**config.mk**
```make
export PLATFORM = sky130hd
export DESIGN_NAME = divider_seq_ctrl
export DESIGN_NICKNAME = d
export VERILOG_FILES = /design/src/rtl/divider_pkg.sv /design/src/rtl/divider_seq_ctrl_div_step.sv /design/src/rtl/divider_seq_ctrl.sv
export SDC_FILE = /design/constraint.sdc
export NUM_CORES = 1
export LEC_CHECK = 0
export BUFFER_PORTS_ARGS = -buffer_cell sky130_fd_sc_hd__buf_4
export CAP_MARGIN = 15
export CORE_MARGIN = 5
export CORE_UTILIZATION = 38
export CTS_CLUSTER_SIZE = 12
export DETAILED_ROUTE_END_ITERATION = 16
export GPL_TIMING_DRIVEN = 1
export SKIP_CTS_REPAIR_TIMING = 1
export SLEW_MARGIN = 10
export SYNTH_ARGS = -nofsm -noshare
export SYNTH_HDL_FRONTEND = slang
export SYNTH_HIERARCHICAL = 1
export SYNTH_SLANG_ARGS = --single-unit
```
**constraint.sdc**
```tcl
create_clock -name CLK -period 2.9 [get_ports CLK]
set_input_delay 0.145 -clock CLK [delete_from_list [all_inputs] [get_ports CLK]]
set_output_delay 0.145 -clock CLK [all_outputs]
set_load 0.05 [all_outputs]
```
**src/rtl/divider_pkg.sv**
```systemverilog
// Shared width and FSM state definitions for the 16-by-8 sequential divider.
package divider_pkg;

   localparam int DW    = 8;
   localparam int CNT_W = $clog2(DW);

   typedef enum logic [1:0] {
      S_IDLE  = 2'd0,
      S_CHECK = 2'd1,
      S_RUN   = 2'd2,
      S_DONE  = 2'd3
   } state_t;

endpackage

```
**src/rtl/divider_seq_ctrl_div_step.sv**
```systemverilog
// One restoring-division iteration: shift in a dividend bit, trial-subtract the divisor.
// Purely combinational; no handshake.
module div_step
   import divider_pkg::*;
(
   input  logic [DW:0]   pr_i,
   input  logic          bit_i,
   input  logic [DW-1:0] divisor_i,
   output logic [DW:0]   pr_o,
   output logic          qbit_o
);

   logic [DW:0] t;
   // pr < divisor after every step, so its top bit never carries into t.
   logic        unused_pr_msb;

   assign unused_pr_msb = pr_i[DW];

   always_comb begin
      t = {pr_i[DW-1:0], bit_i};
      if (t >= {1'b0, divisor_i}) begin
         pr_o   = t - {1'b0, divisor_i};
         qbit_o = 1'b1;
      end else begin
         pr_o   = t;
         qbit_o = 1'b0;
      end
   end

endmodule

```
**src/rtl/divider_seq_ctrl.sv**
```systemverilog
// Sequential 16/8 restoring divider: VALID 2+DW cycles after START (2 on DZ/DO), one bit per clock.
// No backpressure: START is only sampled in IDLE, results hold until the next VALID strobe.
module divider_seq_ctrl
   import divider_pkg::*;
(
   input  logic            CLK,
   input  logic            I_RST,
   input  logic            START,
   input  logic [2*DW-1:0] DIVIDEND,
   input  logic [DW-1:0]   DIVISOR,
   output logic            BUSY,
   output logic            VALID,
   output logic [DW-1:0]   QUOTIENT,
   output logic [DW-1:0]   REMAINDER,
   output logic            DZ,
   output logic            DO
);

   state_t            state_q,    state_d;
   logic [2*DW-1:0]   dividend_q, dividend_d;
   logic [DW-1:0]     divisor_q,  divisor_d;
   logic [DW:0]       pr_q,       pr_d;
   logic [DW-1:0]     sr_q,       sr_d;
   logic [CNT_W-1:0]  cnt_q,      cnt_d;
   logic [DW-1:0]     quo_q,      quo_d;
   logic [DW-1:0]     rem_q,      rem_d;
   logic              dz_q,       dz_d;
   logic              do_q,       do_d;
   logic              busy_q,     busy_d;
   logic              valid_q,    valid_d;

   logic [DW:0]       step_pr;
   logic              step_qbit;

   div_step u_div_step (
      .pr_i      (pr_q),
      .bit_i     (sr_q[DW-1]),
      .divisor_i (divisor_q),
      .pr_o      (step_pr),
      .qbit_o    (step_qbit)
   );

   always_comb begin
      state_d    = state_q;
      dividend_d = dividend_q;
      divisor_d  = divisor_q;
      pr_d       = pr_q;
      sr_d       = sr_q;
      cnt_d      = cnt_q;
      quo_d      = quo_q;
      rem_d      = rem_q;
      dz_d       = dz_q;
      do_d       = do_q;

      case (state_q)
         S_IDLE: begin
            if (START) begin
               dividend_d = DIVIDEND;
               divisor_d  = DIVISOR;
               state_d    = S_CHECK;
            end
         end
         S_CHECK: begin
            // Result registers are loaded on the edge into DONE so they change with VALID.
            if (divisor_q == '0) begin
               dz_d    = 1'b1;
               do_d    = 1'b0;
               quo_d   = '0;
               rem_d   = '0;
               state_d = S_DONE;
            end else if (dividend_q[2*DW-1:DW] >= divisor_q) begin
               dz_d    = 1'b0;
               do_d    = 1'b1;
               quo_d   = '0;
               rem_d   = '0;
               state_d = S_DONE;
            end else begin
               pr_d    = {1'b0, dividend_q[2*DW-1:DW]};
               sr_d    = dividend_q[DW-1:0];
               cnt_d   = '0;
               state_d = S_RUN;
            end
         end
         S_RUN: begin
            pr_d  = step_pr;
            sr_d  = {sr_q[DW-2:0], step_qbit};
            cnt_d = cnt_q + 1'b1;
            if (cnt_q == CNT_W'(DW - 1)) begin
               quo_d   = {sr_q[DW-2:0], step_qbit};
               rem_d   = step_pr[DW-1:0];
               dz_d    = 1'b0;
               do_d    = 1'b0;
               state_d = S_DONE;
            end
         end
         S_DONE: begin
            state_d = S_IDLE;
         end
         default: begin
            state_d = S_IDLE;
         end
      endcase

      valid_d = (state_d == S_DONE);
      busy_d  = (state_d == S_CHECK) || (state_d == S_RUN);
   end

   always_ff @(posedge CLK) begin
      if (I_RST) begin
         state_q    <= S_IDLE;
         dividend_q <= '0;
         divisor_q  <= '0;
         pr_q       <= '0;
         sr_q       <= '0;
         cnt_q      <= '0;
         quo_q      <= '0;
         rem_q      <= '0;
         dz_q       <= 1'b0;
         do_q       <= 1'b0;
         busy_q     <= 1'b0;
         valid_q    <= 1'b0;
      end else begin
         state_q    <= state_d;
         dividend_q <= dividend_d;
         divisor_q  <= divisor_d;
         pr_q       <= pr_d;
         sr_q       <= sr_d;
         cnt_q      <= cnt_d;
         quo_q      <= quo_d;
         rem_q      <= rem_d;
         dz_q       <= dz_d;
         do_q       <= do_d;
         busy_q     <= busy_d;
         valid_q    <= valid_d;
      end
   end

   assign BUSY      = busy_q;
   assign VALID     = valid_q;
   assign QUOTIENT  = quo_q;
   assign REMAINDER = rem_q;
   assign DZ        = dz_q;
   assign DO        = do_q;

endmodule

```
==> results summary <==
The run finished with clean final reports. The max-slew violation count was 0. Internal power comes to about 2.6 mW. The worst slew slack as a fraction of its limit is 33.1%.

The path category of the worst min-delay check is in -> reg. The area of combinational cells with multiple inputs is 0.00212 sq mm. The post-layout total power came out at 4.38 mW.

For this design the static power due to leakage is 1.82 nW. The total wirelength of the detailed-routed design is roughly 8.0 mm. The die covers 0.0117 sq mm. Routability-driven placement finished with a final weighted congestion of about 0.8. The final critical path time including I/O delays and setup came out at 2.71 ns. The clock transition at the registers of the reported paths is 0.07 ns. Global routing used about 14% of the available tracks. The final-layout setup total negative slack is 0 ns. The sequential standard cell area is 0.00130 sq mm. Per report_power, the sequential group accounts for about a quarter of the total.

After detailed routing, the number of vias per cell comes to between 4 and 5. The floorplan row count came out at 35. The number of nets in the synthesized netlist is 462. For this design the top-level I/O count stands at between 40 and 50. The clock group share of total power is between 10% and 20%.

The cell area after layout is 0.00427 sq mm. In this run the mean area of a mapped cell was 8.87 sq um. Summing over every cut layer, the via total after detailed routing is 2,836.

The maximum fanout count along the critical path came out at 9. The net count of the finished layout came out at 499. The switching part of the total power is 41.6%. The share of final-layout standard cells stronger than drive strength 1 came out at between 20% and 30%.

The antenna cell count came out at 0. Setup repair after global routing left no endpoint under its margin. In this run the number of H-tree levels came out at 3. The placed standard-cell area is 0.00406 sq mm. The endpoint type of the worst setup path is a flip-flop.

At the pin with the least slew margin, the transition time is around 1 ns. Counting along the longest clock path gives a buffer depth of 2. The detailed-route wire length per cell is ~14 microns. The number of iterations in the first detailed-routing pass came out at 4. The total of max-cap violations is 0. The worst-case IR drop observed on VDD is 431 uV. The clock latency on the worst-skew pair is roughly 0.35 ns. The worst setup path is of the reg -> reg kind. The number of antenna violations at the first check in global routing is 0. The post-route fraction of the period consumed by the critical path is around 93%. The number of failing setup endpoints in the final timing report is 0. The TritonCTS clock tree is yes.

The power density of the placed cells is 1030 mW/mm^2. The first global-routing pass estimated 13.3 mm of wire. Buffers placed on the I/O ports in this run total 46.

The net switching component of the power came out at 1.82 mW. Summed over all layers, the global routing overflow is 0. The timing-limited maximum frequency came out at 0.370 GHz. The worst endpoint required time is 3.14 ns. The die span in y came out at 108 microns. The number of warnings printed during yosys synthesis is 6. The number of global-route vias before repair is about 2.8k. The die boundary width is around 110 microns. The total of fill cells in the finished design is 912. The core region is 0.00928 sq mm. The CTS buffer count came out at 9. The tree is rooted in a sky130_fd_sc_hd__clkbuf_8. The count of routing violations after the opening detailed-route iteration came out at 135. The count of mapped cells out of synthesis came out at 411. The fraction of power consumed by combinational cells came out at 54.7%.

Once the floorplan was initialized, standard cells occupied 39.3% of the core. The relative area change from synthesis to final layout is 17.3%. The synthesized cell area is 0.00364 sq mm.

The number of nets with antenna violations after routing is 0. The detailed-route DRC error count came out at 0. The sum of net half-perimeters after detailed placement came out at 5.84 mm.

On the final layout, the worst clock skew is roughly 0.0045 ns. The total count of hold-check failures in the final report was 0. The largest net degree at the start of global routing came out at 46. The sink count of the clock tree came out at 65. STA puts the critical path data arrival time at 2.94 ns. STA classifies the critical path startpoint as a flip-flop.
==> final cells by class <==
| class | count | share of cell area (%) |
|---|---|---|
| tap | 129 | 3.78 |
| sequential | 65 | 30.4 |
| clock inverter | 2 | 0.820 |
| inverter | 26 | 2.28 |
| clock buffer | 14 | 4.04 |
| multi-input combinational | 295 | 49.7 |
| timing repair buffer | 51 | 8.96 |
==> worst max-delay path, stage by stage, from the launching register on <==
cell	delay, ns
sky130_fd_sc_hd__dfxtp_1	0.38
sky130_fd_sc_hd__inv_1	0.06
sky130_fd_sc_hd__ha_1	0.32
sky130_fd_sc_hd__a21o_1	0.23
sky130_fd_sc_hd__o21bai_1	0.17
sky130_fd_sc_hd__a211o_1	0.31
sky130_fd_sc_hd__or2_4	0.32
sky130_fd_sc_hd__mux2_4	0.33
sky130_fd_sc_hd__mux2i_1	0.14
sky130_fd_sc_hd__nor2_1	0.05
sky130_fd_sc_hd__mux2_4	0.27
==> layout by cell type (no fill, tap or decap), types with 2 or more instances in the layout <==
cell,instances
sky130_fd_sc_hd__mux2i_1,35
sky130_fd_sc_hd__mux2_4,19
sky130_fd_sc_hd__nor3b_1,2
sky130_fd_sc_hd__a311oi_1,2
sky130_fd_sc_hd__nor3_1,4
sky130_fd_sc_hd__nand2_1,60
sky130_fd_sc_hd__a211o_1,2
sky130_fd_sc_hd__xnor2_1,2
sky130_fd_sc_hd__a21oi_1,31
sky130_fd_sc_hd__a31oi_1,2
sky130_fd_sc_hd__o21a_1,2
sky130_fd_sc_hd__o21ai_0,6
sky130_fd_sc_hd__dfxtp_1,65
sky130_fd_sc_hd__nand3b_1,9
sky130_fd_sc_hd__nand3_1,2
sky130_fd_sc_hd__buf_4,51
sky130_fd_sc_hd__nor2b_1,22
sky130_fd_sc_hd__clkbuf_1,2
sky130_fd_sc_hd__inv_1,26
sky130_fd_sc_hd__nor4_1,3
sky130_fd_sc_hd__nor2_1,26
sky130_fd_sc_hd__nand2b_1,21
sky130_fd_sc_hd__clkbuf_8,12
sky130_fd_sc_hd__ha_1,23
sky130_fd_sc_hd__a32o_1,3
sky130_fd_sc_hd__a21o_2,2
==> routing by layer <==
metal / GRT usage [%] / part of all wire [%]
met3: 2.93 / 5.6
met2: 20.6 / 41
met1: 20.7 / 52
met4: 6.31 / 0.76
met5: 0 / 0
==> power groups by stage <==
stage	sequential (mW)	clock [mW]	combinational [mW]
final	1.17	0.818	2.39
after CTS	1.17	0.830	2.38
after floorplan	1.28	0	1.85
after global placement	1.19	0	2.32
after detailed placement	1.19	0	2.37
after global routing	1.19	0.872	2.62
==> flip-flops by register name, summed over array words and instances (netlist names) <==
signal and cells:
VALID 1, QUOTIENT 8, DO 1, state_q 2, BUSY 1, divisor_q 8, sr_q 8, pr_q 8
REMAINDER 8, cnt_q 3, dividend_q 16, DZ 1
==> path summary, 6_finish.rpt <==
kind	from	end	slack (ns)	cells past startpoint
setup / recovery	divisor_q[4]	pr_q[4]	0.19	10
hold / removal	DIVISOR[6]	divisor_q[6]	0.04	3
setup reg to reg	divisor_q[4]	pr_q[4]	0.19	10
hold reg to reg	dividend_q[3]	dividend_q[3]	0.47	2
==> stage by stage <==
| stage | hold slack [ns] | cells | worst slack (ns) | util, % |
|---|---|---|---|---|
| floorplan | 0.281 | 411 | 0.297 | - |
| global placement | 0.394 | 566 | 0.185 | 43.8 |
| detailed placement | 0.404 | 566 | 0.109 | 43.8 |
| CTS | 0.0323 | 582 | 0.0916 | 46.0 |
| global route | 0.0480 | 582 | 0.0352 | 46.0 |
| finish | 0.0416 | 582 | 0.194 | 46.0 |
Note: power is estimated with default switching activity, not from simulation.
